==> src/rtl/spi_master_par.sv <==
// spi_master_par: SPI master with per-transfer mode (CPOL/CPHA), slave select and registered outputs.
// Define SPI_LSB_FIRST_EN to add the Lsb_First input for LSB-first transfers.
module spi_master_par #(
    parameter int DATA_W     = 8,
    parameter int NUM_SLAVES = 4,
    parameter int CLK_DIV    = 2,
    parameter int SS_W       = (NUM_SLAVES > 1) ? $clog2(NUM_SLAVES) : 1
) (
    input  logic                  Clock,
    input  logic                  Reset,
    input  logic                  Start,
    input  logic [1:0]            Mode,
    input  logic [SS_W-1:0]       Slave_Select,
    input  logic [DATA_W-1:0]     Tx_Data,
`ifdef SPI_LSB_FIRST_EN
    input  logic                  Lsb_First,
`endif
    input  logic                  MISO,
    output logic                  SCLK,
    output logic                  MOSI,
    output logic [NUM_SLAVES-1:0] SS_N,
    output logic [DATA_W-1:0]     Rx_Data,
    output logic                  Busy,
    output logic                  Done,
    output logic                  Error
);
    localparam int CW = $clog2(CLK_DIV + 1);
    localparam int HW = $clog2(2 * DATA_W + 1);
    typedef enum logic [1:0] {IDLE, LEAD, SHIFT, TRAIL} state_t;
    state_t state;
    logic [CW-1:0] cnt;
    logic [HW-1:0] hc, h;
    logic [DATA_W-1:0] tx_sr, rx_sr;
    logic cpha, lsb, lsb_in, tick, toggle, sample, shift;
`ifdef SPI_LSB_FIRST_EN
    assign lsb_in = Lsb_First;
`else
    assign lsb_in = 1'b0;
`endif
    function automatic logic first_bit(input logic [DATA_W-1:0] v, input logic l);
        return l ? v[0] : v[DATA_W-1];
    endfunction
    function automatic logic [DATA_W-1:0] drop(input logic [DATA_W-1:0] v, input logic l);
        return l ? v >> 1 : v << 1;
    endfunction
    // h indexes the SCLK edge produced this cycle: even = leading, odd = trailing
    always_comb begin
        tick   = cnt == CW'(CLK_DIV - 1);
        h      = state == LEAD ? '0 : hc;
        toggle = tick && (state == LEAD || (state == SHIFT && hc != HW'(2 * DATA_W)));
        sample = toggle && (h[0] == cpha);
        shift  = toggle && (cpha ? !h[0] : (h[0] && h != HW'(2 * DATA_W - 1)));
    end
    always_ff @(posedge Clock) begin
        if (Reset) begin
            state   <= IDLE;
            cnt     <= '0;
            hc      <= '0;
            tx_sr   <= '0;
            rx_sr   <= '0;
            cpha    <= 1'b0;
            lsb     <= 1'b0;
            SCLK    <= 1'b0;
            MOSI    <= 1'b0;
            SS_N    <= '1;
            Rx_Data <= '0;
            Busy    <= 1'b0;
            Done    <= 1'b0;
            Error   <= 1'b0;
        end else begin
            Done  <= 1'b0;
            Error <= 1'b0;
            if (sample)
                rx_sr <= lsb ? {MISO, rx_sr[DATA_W-1:1]} : {rx_sr[DATA_W-2:0], MISO};
            if (shift) begin
                MOSI  <= first_bit(tx_sr, lsb);
                tx_sr <= drop(tx_sr, lsb);
            end
            case (state)
                IDLE: begin
                    if (Start && int'(Slave_Select) < NUM_SLAVES) begin
                        state <= LEAD;
                        cnt   <= '0;
                        hc    <= '0;
                        Busy  <= 1'b1;
                        SS_N  <= ~(NUM_SLAVES'(1) << Slave_Select);
                        SCLK  <= Mode[1];
                        cpha  <= Mode[0];
                        lsb   <= lsb_in;
                        // CPHA=0 presents the first bit immediately; CPHA=1 waits for the first leading edge
                        MOSI  <= Mode[0] ? 1'b0 : first_bit(Tx_Data, lsb_in);
                        tx_sr <= Mode[0] ? Tx_Data : drop(Tx_Data, lsb_in);
                    end else if (Start) begin
                        Error <= 1'b1;
                    end
                end
                LEAD, SHIFT: begin
                    cnt <= tick ? '0 : cnt + CW'(1);
                    if (toggle) begin
                        SCLK  <= ~SCLK;
                        hc    <= h + HW'(1);
                        state <= SHIFT;
                    end else if (tick) begin
                        state <= TRAIL;
                    end
                end
                TRAIL: begin
                    cnt <= tick ? '0 : cnt + CW'(1);
                    if (tick) begin
                        state   <= IDLE;
                        SS_N    <= '1;
                        Busy    <= 1'b0;
                        Done    <= 1'b1;
                        Rx_Data <= rx_sr;
                        MOSI    <= 1'b0;
                    end
                end
                default: state <= IDLE;
            endcase
        end
    end
endmodule

==> config.mk <==
export PLATFORM = sky130hd
export DESIGN_NAME = spi_master_par
export DESIGN_NICKNAME = d
export VERILOG_FILES = /design/src/rtl/spi_master_par.sv
export SDC_FILE = /design/constraint.sdc
export NUM_CORES = 1
export LEC_CHECK = 0
export ABC_AREA = 1
export ABC_CLOCK_PERIOD_IN_PS = 5500
export BUFFER_PORTS_ARGS = -buffer_cell sky130_fd_sc_hd__buf_4
export CORE_ASPECT_RATIO = 0.9
export CORE_MARGIN = 8
export CORE_UTILIZATION = 60
export CTS_BUF_LIST = sky130_fd_sc_hd__clkbuf_4 sky130_fd_sc_hd__clkbuf_8 sky130_fd_sc_hd__clkbuf_16
export CTS_CLUSTER_SIZE = 30
export DETAILED_ROUTE_END_ITERATION = 16
export GPL_TIMING_DRIVEN = 0
export PLACE_DENSITY = 0.81
export SLEW_MARGIN = 25
export SYNTH_ARGS = -nofsm -noshare
export SYNTH_HDL_FRONTEND = slang
export SYNTH_SLANG_ARGS = --single-unit
==> constraint.sdc <==
create_clock -name Clock -period 5.5 [get_ports Clock]
set_input_delay 1.1 -clock Clock [delete_from_list [all_inputs] [get_ports Clock]]
set_output_delay 1.1 -clock Clock [all_outputs]
set_load 0.05 [all_outputs]
==> results of run 1 <==
final cells by class:
class,instances,area [um^2]
multi-input combinational,187,1030
fill,286,903
sequential,42,841
timing repair buffer,30,225
inverter,42,158
buffer,11,78.8
clock buffer,6,76.3
tap,44,55.1
clock inverter,2,13.8
flip-flops by register name, indices dropped and copies added, names as in the netlist:
| signal | cells |
|---|---|
| Busy | 1 |
| state | 2 |
| Rx_Data | 8 |
| MOSI | 1 |
| rx_sr | 8 |
| SS_N | 4 |
| Done | 1 |
| hc | 5 |
| cpha | 1 |
| SCLK | 1 |
| tx_sr | 8 |
| cnt | 2 |
routing by layer:
layer / vias to the layer above / track usage [%] / routed length (um)
li1: 995 / - / -
met2: 49 / 27.9 / 2220
met4: 0 / 5.95 / 57
met3: 8 / 5.93 / 244
met5: - / 0 / 0
met1: 870 / 22.2 / 2320
logic make-up after synthesis:
kind of cell	synth area share (%)
simple gates	29.5
buf+inv	11.2
compound gates	14.6
flops	40.0
fa+ha+maj	4.16
xor+xnor	0.416
other cells	0.178
synthesized netlist by cell type (2+ instances only):
| library cell | n | area share (%) |
|---|---|---|
| nand2_1 | 53 | 9.5 |
| dfxtp_1 | 42 | 40 |
| inv_1 | 36 | 6.4 |
| nand3_1 | 24 | 5.7 |
| nor2_1 | 23 | 4.1 |
| a21oi_1 | 22 | 5.2 |
| o21ai_0 | 11 | 2.6 |
| nand4_1 | 9 | 2.7 |
| ha_1 | 7 | 4.2 |
| inv_2 | 6 | 1.1 |
| buf_6 | 4 | 2.1 |
| o22ai_1 | 4 | 1.2 |
| buf_2 | 3 | 0.71 |
| clkbuf_1 | 3 | 0.54 |
| nand2_2 | 3 | 0.89 |
| nand2_4 | 3 | 1.6 |
| nand3b_1 | 3 | 1.1 |
| nor2_2 | 3 | 0.89 |
| o21ai_1 | 3 | 0.71 |
| a211oi_1 | 2 | 0.71 |
| a21oi_2 | 2 | 0.83 |
| a221oi_1 | 2 | 0.83 |
| o221ai_1 | 2 | 0.83 |
report_power, final:
group	internal [mW]	switching [mW]	total, mW
sequential	0.367	0.0455	0.412
clock	0.0945	0.107	0.201
combinational	0.190	0.362	0.553
worst max-delay path: cells and delay by family, from the launching register on:
kind	cells	cell delay (ns)
adder cells (fa/ha/maj)	3	0.68
buffers and inverters	2	0.14
flip-flops	1	0.35
AND/OR/NAND/NOR	9	0.94
worst min-delay path by stage:
stage	from	end	slack, ns	cells past startpoint
global route	cnt[1]	cnt[1]	0.47	2
CTS	cnt[1]	cnt[1]	0.45	2
floorplan	cnt[1]	cnt[1]	0.42	2
global placement	cnt[1]	cnt[1]	0.43	2
detailed placement	cnt[1]	cnt[1]	0.44	2
finish	cnt[1]	cnt[1]	0.45	2
per-stage QoR:
stage,hold WS [ns],worst slack [ns],power (mW)
2_1_floorplan,0.416,3.55,0.847
3_3_place_gp,0.429,3.31,0.949
3_5_place_dp,0.441,3.28,0.962
4_1_cts,0.453,3.31,1.17
5_1_grt,0.467,3.07,1.25
6_report,0.453,3.28,1.17
==> impl_metrics.py, run 1 <==
metrics = {
    "power_and_ir_drop": {
        "p_per_area_nw_per_um2": 471,
        "max-vdd-ir-drop_uv": 347,
        "p_leak_nw": 1.12,
    },
    "cells_and_area": {
        "syn2layout_area_growth_pct": 17.6,
        "final_area_um2": 2470,
        "fin_cells": 364,
        "drive_above_1_share_pct": 20.9,
        "mostFrequentLayoutCell": "nand2_1",
        "nets": 342,
        "utilization_pct": 73.3,
        "diodes": 0,
        "final_cell_mix": "nand2_1 (53), dfxtp_1 (42), inv_1 (36)",
    },
    "cts": {
        "cts_tree": "yes",
        "numCtsBuffers": 5,
        "root_buffer": "clkbuf_8",
        "hold_buffers": 0,
        "cts_setup_buffers": 0,
        "cts.repair.resized": 0,
        "clockBufferDepth": 2,
        "clk_pin_slew_ns": 0.08,
        "cts.sinks": 42,
        "htreeDepth": 2,
        "clk_latency_ns": 0.30,
    },
    "placement": {
        "routabilityCongestion": 0.845,
        "place_area_um2": 2380,
        "port_buffers": 30,
        "hpwl_um": 3540,
        "placed_cells_incl_taps": 356,
    },
    "sta": {
        "clock_skew_ns": 0.00904,
        "maxSlewHeadroom_pct": 63.5,
        "setup_viol": 0,
        "drv_slew": 0,
        "rsz0062_at_grt": "false",
        "fin_crit_ns": 2.22,
        "setup_tns_ns": 0,
        "post-route-period-util_pct": 40.3,
        "max_freq_ghz": 0.451,
        "hold_violations": 0,
        "tightest_slew_ns": 0.547,
    },
    "logic_synthesis": {
        "syn_area_um2": 2100,
        "yosysSeqAreaShare_pct": 40.0,
        "ys.flop_type": "dfxtp_1",
        "ys_ff_latch": 42,
        "ys_warn_count": 0,
        "synth_edf_count": 0,
        "synth_area_per_cell_um2": 7.46,
        "postSynthCellCount": 282,
        "synthArstFlopShare_pct": 0,
        "synthesis.nets": 305,
        "synth.distinct_cells": 35,
    },
    "global_routing": {
        "antenna_found_initial": 0,
        "grt_usage_pct": 17.8,
        "grt_overflow": 0,
        "grt_pass1_vias": 1798,
        "grt_max_degree": 14,
        "grt_pass1_wl_um": 8180,
    },
    "critical_path": {
        "endpoint": "tx_sr[2]",
        "r2r_setup_slack_ns": 3.28,
        "critPathCaptureType": "register",
        "worst_ep_required_time_ns": 5.71,
        "max_stage_delay_ns": 0.35,
        "r2r_end": "tx_sr[2]",
        "r2r-start": "state[1]",
        "crit_type": "reg2reg",
        "cp-start-kind": "register",
        "r2r_cells": 14,
        "worstPathCellList": "inv_1 -> ha_1 -> nor2_2 -> ha_1 -> nand2_1 -> nor2_1 -> ha_1 -> nand3b_1 -> nand2_4 -> nand3_4 -> nand2_1 -> nand3_1 -> nand2_1 -> inv_1",
        "crit_start": "state[1]",
        "cp.arrival_ns": 2.42,
        "crit_slowest_cell": "dfxtp_1",
        "cp_max_fo": 9,
    },
    "floorplanning": {
        "fp.dieH_um": 72.2,
        "die_area_um2": 5660,
        "die_w_um": 78.4,
        "num_rows": 20,
        "core_um2": 3380,
        "initial_utilization_pct": 62.3,
        "io_pins": 33,
    },
    "detailed_routing": {
        "viasPerCell": 5.28,
        "num_vias": 1922,
        "drt.antenna.violating_nets": 0,
        "post_drt_wl_per_cell_um": 13.3,
        "post-route-drc-count": 0,
        "drtIter0Drc": 145,
        "routed_wl_um": 4850,
        "firstDrtPassIters": 4,
    },
    "run_status": {
        "status": "finished, final reports clean",
    },
    "worst_hold_path": {
        "min_path_type": "reg2reg",
    },
    "flow_run": {
        "cap_viol_max_count": 0,
    },
}
No activity file was read; power rests on OpenSTA's default activity.
==> run 2, diff against run 1 <==
--- a/config.mk
+++ b/config.mk
@@ -5,17 +5,17 @@
 export SDC_FILE = /design/constraint.sdc
 export NUM_CORES = 1
 export LEC_CHECK = 0
-export ABC_AREA = 1
-export ABC_CLOCK_PERIOD_IN_PS = 5500
+export ABC_AREA = 0
+export ABC_CLOCK_PERIOD_IN_PS = 2250
 export BUFFER_PORTS_ARGS = -buffer_cell sky130_fd_sc_hd__buf_4
 export CORE_ASPECT_RATIO = 0.9
 export CORE_MARGIN = 8
-export CORE_UTILIZATION = 60
+export CORE_UTILIZATION = 55
 export CTS_BUF_LIST = sky130_fd_sc_hd__clkbuf_4 sky130_fd_sc_hd__clkbuf_8 sky130_fd_sc_hd__clkbuf_16
 export CTS_CLUSTER_SIZE = 30
 export DETAILED_ROUTE_END_ITERATION = 16
 export GPL_TIMING_DRIVEN = 0
-export PLACE_DENSITY = 0.81
+export PLACE_DENSITY = 0.75
 export SLEW_MARGIN = 25
 export SYNTH_ARGS = -nofsm -noshare
 export SYNTH_HDL_FRONTEND = slang
==> constraint.sdc (replaced) <==
create_clock -name Clock -period 2.25 [get_ports Clock]
set_input_delay 0.45 -clock Clock [delete_from_list [all_inputs] [get_ports Clock]]
set_output_delay 0.45 -clock Clock [all_outputs]
set_load 0.05 [all_outputs]
==> impl_metrics.py, run 2 <==
metrics = {
    "global_routing": {
        "grt_pass1_vias": 1744,
        "grt_max_degree": 15,
        "grt_pass1_wl_um": 8010,
        "antenna_found_initial": 0,
        "grt_overflow": 0,
        "grt_usage_pct": 16.9,
    },
    "sta": {
        "post-route-period-util_pct": 96.7,
        "max_freq_ghz": 0.460,
        "tightest_slew_ns": 0.575,
        "setup_viol": 0,
        "fin_crit_ns": 2.18,
        "clock_skew_ns": 0.00553,
        "drv_slew": 0,
        "maxSlewHeadroom_pct": 61.7,
        "hold_violations": 0,
    },
    "run_status": {
        "status": "finished, final reports clean",
    },
    "placement": {
        "place_area_um2": 2310,
        "routabilityCongestion": 0.799,
        "hpwl_um": 3270,
        "placed_cells_incl_taps": 307,
        "port_buffers": 30,
    },
    "detailed_routing": {
        "post_drt_wl_per_cell_um": 14.9,
        "routed_wl_um": 4730,
        "drtIter0Drc": 96,
        "firstDrtPassIters": 4,
        "num_vias": 1796,
        "post-route-drc-count": 0,
        "viasPerCell": 5.67,
        "drt.antenna.violating_nets": 0,
    },
    "logic_synthesis": {
        "ys.flop_type": "dfxtp_1",
        "synth.most_common_cell": "dfxtp_1",
        "postSynthCellCount": 231,
        "yosysSeqAreaShare_pct": 41.6,
        "synthArstFlopShare_pct": 0,
        "synth.distinct_cells": 39,
        "synth_area_leaders": "dfxtp_1 (42%), mux2i_1 (8.9%), a211oi_1 (5.9%)",
        "synth_edf_count": 0,
        "ys_top_cells_by_count": "dfxtp_1 (42), nand2_1 (24), a21oi_1 (19), mux2i_1 (18), nor2_1 (17)",
        "synthesis.nets": 254,
        "ys_warn_count": 0,
        "synth_area_per_cell_um2": 8.75,
        "yosys.area.top_type": "dfxtp_1",
        "ys_ff_latch": 42,
        "syn_area_um2": 2020,
        "synth_top_area_share_pct": 41.6,
    },
    "critical_path": {
        "cp.arrival_ns": 2.40,
        "r2r_setup_slack_ns": 0.07,
        "critPathCaptureType": "register",
        "r2r-start": "state[0]",
        "r2r_cells": 6,
        "worst_ep_required_time_ns": 2.48,
        "r2r_end": "hc[0]",
        "crit_type": "reg2reg",
        "cp_max_fo": 7,
        "cp-start-kind": "register",
    },
    "cells_and_area": {
        "final_area_um2": 2490,
        "fin_cells": 317,
        "syn2layout_area_growth_pct": 23.0,
        "reg_top3": "Rx_Data (8), rx_sr (8), tx_sr (8)",
        "nets": 293,
        "mostFrequentLayoutCell": "dfxtp_1",
        "final_cell_mix": "dfxtp_1 (40), buf_4 (33), nand2_1 (24)",
        "utilization_pct": 68.6,
        "diodes": 0,
        "drive_above_1_share_pct": 23.2,
    },
    "floorplanning": {
        "fp.dieH_um": 73.5,
        "initial_utilization_pct": 55.8,
        "die_area_um2": 5870,
        "num_rows": 21,
        "die_w_um": 79.9,
        "io_pins": 33,
        "core_um2": 3630,
    },
    "cts": {
        "clk_latency_ns": 0.30,
        "root_buffer": "clkbuf_8",
        "clk_pin_slew_ns": 0.08,
        "clockBufferDepth": 2,
        "numCtsBuffers": 5,
        "cts.sinks": 42,
        "htreeDepth": 2,
        "cts_tree": "yes",
    },
    "flow_run": {
        "cap_viol_max_count": 0,
    },
    "worst_hold_path": {
        "hp-start": "MISO",
        "min_path_type": "in2reg",
        "min_to": "rx_sr[0]",
        "min_path_cells": 3,
    },
    "power_and_ir_drop": {
        "p_leak_nw": 0.968,
        "max-vdd-ir-drop_uv": 473,
        "p_per_area_nw_per_um2": 674,
    },
}
## run 2: worst max path at each step
stage                     slack, ns  cells past startpoint  startpoint       end
final                          0.07                      6    state[0]     hc[0]
after floorplan                0.01                     11    state[1]  tx_sr[1]
after global routing          -0.02                      6    state[0]     hc[0]
after detailed placement      -0.38                     11    state[1]  tx_sr[7]
after CTS                      0.03                     10    state[1]  tx_sr[7]
after global placement        -0.27                     11    state[1]  tx_sr[7]
## run 2: final cells by class
type,count,area [um^2]
Buffer,12,51.3
Fill cell,320,1140
Clock inverter,3,21.3
Clock buffer,5,68.8
Sequential cell,42,846
Inverter,5,18.8
Tap cell,46,57.6
Timing Repair Buffer,32,240
Multi-Input combinational cell,172,1180
## run 2: critical path, cell delays in order, from the launching register on
cell,delay [ns]
dfxtp_2,0.39
inv_1,0.10
ha_1,0.41
nor4b_1,0.21
a211o_1,0.38
or3b_2,0.47
a21oi_1,0.14
## run 2: where the power goes
group	switching, mW	internal [mW]
sequential	0.0333	0.780
combinational	0.228	0.147
clock	0.269	0.218
## run 2: what timing repair did
item                                    in CTS  in global routing
cloned                                       1                  0
endpoints found under the setup margin      10                 15
gates resized for setup                     11                  9
hold buffers                                 0                  0
buffers inserted                             1                  1
pin swaps                                    1                  3
## run 2: stage by stage
step | setup WS (ns) | power [mW] | TNS (ns) | hold slack, ns
floorplan | 0.00992 | 1.07 | 0 | 0.440
global placement | -0.269 | 1.17 | -2.17 | 0.444
detailed placement | -0.377 | 1.17 | -2.64 | 0.447
CTS | 0.0349 | 1.67 | 0 | 0.384
global route | -0.0198 | 1.76 | -0.0309 | 0.402
finish | 0.0737 | 1.68 | 0 | 0.383
## run 2: logic make-up after synthesis
kind of cell / synth area share (%)
flip-flops: 41.6
AND/OR/NAND/NOR: 23.4
multiplexers: 8.91
other: 0.185
AO/OA/AOI/OAI: 18.0
buffers and inverters: 3.59
adder cells (fa/ha/maj): 4.33
## run 2: per-layer routing
| layer | vias to the layer above | share of wire, % | track usage [%] |
|---|---|---|---|
| li1 | 905 | - | - |
| met1 | 839 | 46 | 21.1 |
| met2 | 47 | 46 | 27.1 |
| met3 | 5 | 7.3 | 5.13 |
| met4 | 0 | 1.1 | 5.44 |
| met5 | - | 0 | 0 |
==> run 3, diff against run 2 <==
--- a/config.mk
+++ b/config.mk
@@ -16,6 +16,7 @@
 export DETAILED_ROUTE_END_ITERATION = 16
 export GPL_TIMING_DRIVEN = 0
 export PLACE_DENSITY = 0.75
+export RECOVER_POWER = 50
 export SLEW_MARGIN = 25
 export SYNTH_ARGS = -nofsm -noshare
 export SYNTH_HDL_FRONTEND = slang
==> impl_metrics.py, run 3 (synthesis gave the netlist of run 2 again) <==
metrics = {
    "run_status": {
        "status": "finished, final reports clean",
    },
    "cts": {
        "cts_tree": "yes",
        "clk_latency_ns": 0.29,
        "cts.sinks": 42,
        "clockBufferDepth": 2,
        "clk_pin_slew_ns": 0.08,
        "root_buffer": "clkbuf_8",
        "hold_buffers": 0,
        "numCtsBuffers": 5,
        "htreeDepth": 2,
    },
    "critical_path": {
        "cp-start-kind": "register",
        "crit_type": "reg2reg",
        "cp_max_fo": 5,
        "r2r-start": "state[1]",
        "critPathCaptureType": "register",
        "crit_start": "state[1]",
        "cp.arrival_ns": 2.39,
        "worst_ep_required_time_ns": 2.46,
    },
    "floorplanning": {
        "io_pins": 33,
        "initial_utilization_pct": 55.8,
        "num_rows": 21,
        "die_w_um": 79.9,
        "die_area_um2": 5870,
        "fp.dieH_um": 73.5,
        "core_um2": 3630,
    },
    "cells_and_area": {
        "drive_above_1_share_pct": 17.3,
        "nets": 293,
        "diodes": 0,
        "fillers": 341,
        "utilization_pct": 66.9,
        "reg_top3": "Rx_Data (8), rx_sr (8), tx_sr (8)",
        "syn2layout_area_growth_pct": 20.0,
        "mostFrequentLayoutCell": "dfxtp_1",
        "final_cell_mix": "dfxtp_1 (40), nand2_1 (24), clkbuf_1 (24)",
    },
    "detailed_routing": {
        "viasPerCell": 5.62,
        "drt.antenna.violating_nets": 0,
        "drtIter0Drc": 109,
        "firstDrtPassIters": 4,
        "post-route-drc-count": 0,
        "routed_wl_um": 4740,
        "post_drt_wl_per_cell_um": 14.9,
        "num_vias": 1782,
    },
    "placement": {
        "port_buffers": 30,
        "routabilityCongestion": 0.799,
        "pre_cts_ws_ns": -0.377,
        "hpwl_um": 3270,
    },
    "sta": {
        "maxSlewHeadroom_pct": 59.7,
        "fin_ws_ns": 0.0706,
        "tightest_slew_ns": 0.608,
        "post-route-period-util_pct": 96.9,
        "clock_skew_ns": 0.00557,
        "setup_viol": 0,
        "fin_crit_ns": 2.18,
        "holdWs_ns": 0.385,
        "drv_slew": 0,
        "max_freq_ghz": 0.459,
        "hold_violations": 0,
    },
    "global_routing": {
        "grt_max_degree": 15,
        "grt_pass1_wl_um": 8010,
        "grt_pass1_vias": 1744,
        "grt_overflow": 0,
        "antenna_found_initial": 0,
        "grt_usage_pct": 16.9,
    },
    "power_and_ir_drop": {
        "p_leak_nw": 0.905,
        "max-vdd-ir-drop_uv": 472,
        "p_per_area_nw_per_um2": 687,
    },
    "flow_run": {
        "cap_viol_max_count": 0,
    },
    "worst_hold_path": {
        "min_path_type": "in2reg",
        "hp-start": "MISO",
    },
}
==> run 3: cell types whose count changed in the layout (fill, tap and decap cells not counted) <==
cell | previous run | this run
buf_4 | 33 | 17
clkbuf_1 | 8 | 24
==> run 3: timing repair <==
item                                    4_1_cts  5_1_grt
buffers inserted                              1        1
gates cloned                                  1        0
pin swaps                                     1        3
resized for setup                            11        9
endpoints found under the setup margin       10       15
==> run 3: final cells by class <==
type	count	area, um^2	share of cell area, %
Clock buffer	5	68.8	2.84
Buffer	12	51.3	2.11
Multi-Input combinational cell	172	1180	48.7
Tap cell	46	57.6	2.37
Inverter	5	18.8	0.774
Sequential cell	42	846	34.9
Clock inverter	3	21.3	0.877
Timing Repair Buffer	32	180	7.43
==> run 3: worst paths after layout <==
check                           cells after the start         end  slack, ns
worst max-delay path                               10    tx_sr[7]       0.07
worst max register to register                     10    tx_sr[7]       0.07
worst min-delay path                                3    rx_sr[0]       0.39
worst min register to register                      2  Rx_Data[1]       0.45
==> run 3: through the flow <==
| step | cells | total power [mW] | setup TNS (ns) | instance area [um^2] |
|---|---|---|---|---|
| 6_report | 317 | 1.67 | 0 | 2430 |
| 4_1_cts | 316 | 1.67 | 0 | 2450 |
| 3_3_place_gp | 307 | 1.17 | -2.17 | 2310 |
| 3_5_place_dp | 307 | 1.17 | -2.64 | 2310 |
| 2_1_floorplan | 231 | 1.07 | 0 | 2020 |
| 5_1_grt | 317 | 1.75 | -0.0309 | 2430 |
==> run 3: worst max-delay path, cell delays in order, from the launching register on <==
cell      delay, ns
dfxtp_4        0.38
inv_2          0.06
ha_4           0.18
nor2b_4        0.15
ha_4           0.16
and4_1         0.20
ha_2           0.20
nor2_4         0.05
o221a_4        0.31
mux2i_2        0.17
a211oi_2       0.23
==> run 3: report_power, final <==
| group | switching, mW | internal (mW) | leakage (nW) |
|---|---|---|---|
| combinational | 0.228 | 0.139 | 0.519 |
| sequential | 0.0332 | 0.780 | 0.343 |
| clock | 0.268 | 0.218 | 0.0441 |
| total | 0.529 | 1.14 | 0.905 |
==> run 3: metal layers <==
metal / routed length (um) / part of all wire [%] / vias to the layer above / GRT usage [%]
met4: 44 / 0.93 / 0 / 5.44
li1: - / - / 903 / -
met2: 2150 / 45 / 47 / 27.1
met1: 2210 / 47 / 828 / 21.1
met3: 330 / 7.0 / 4 / 5.13
met5: 0 / 0 / - / 0
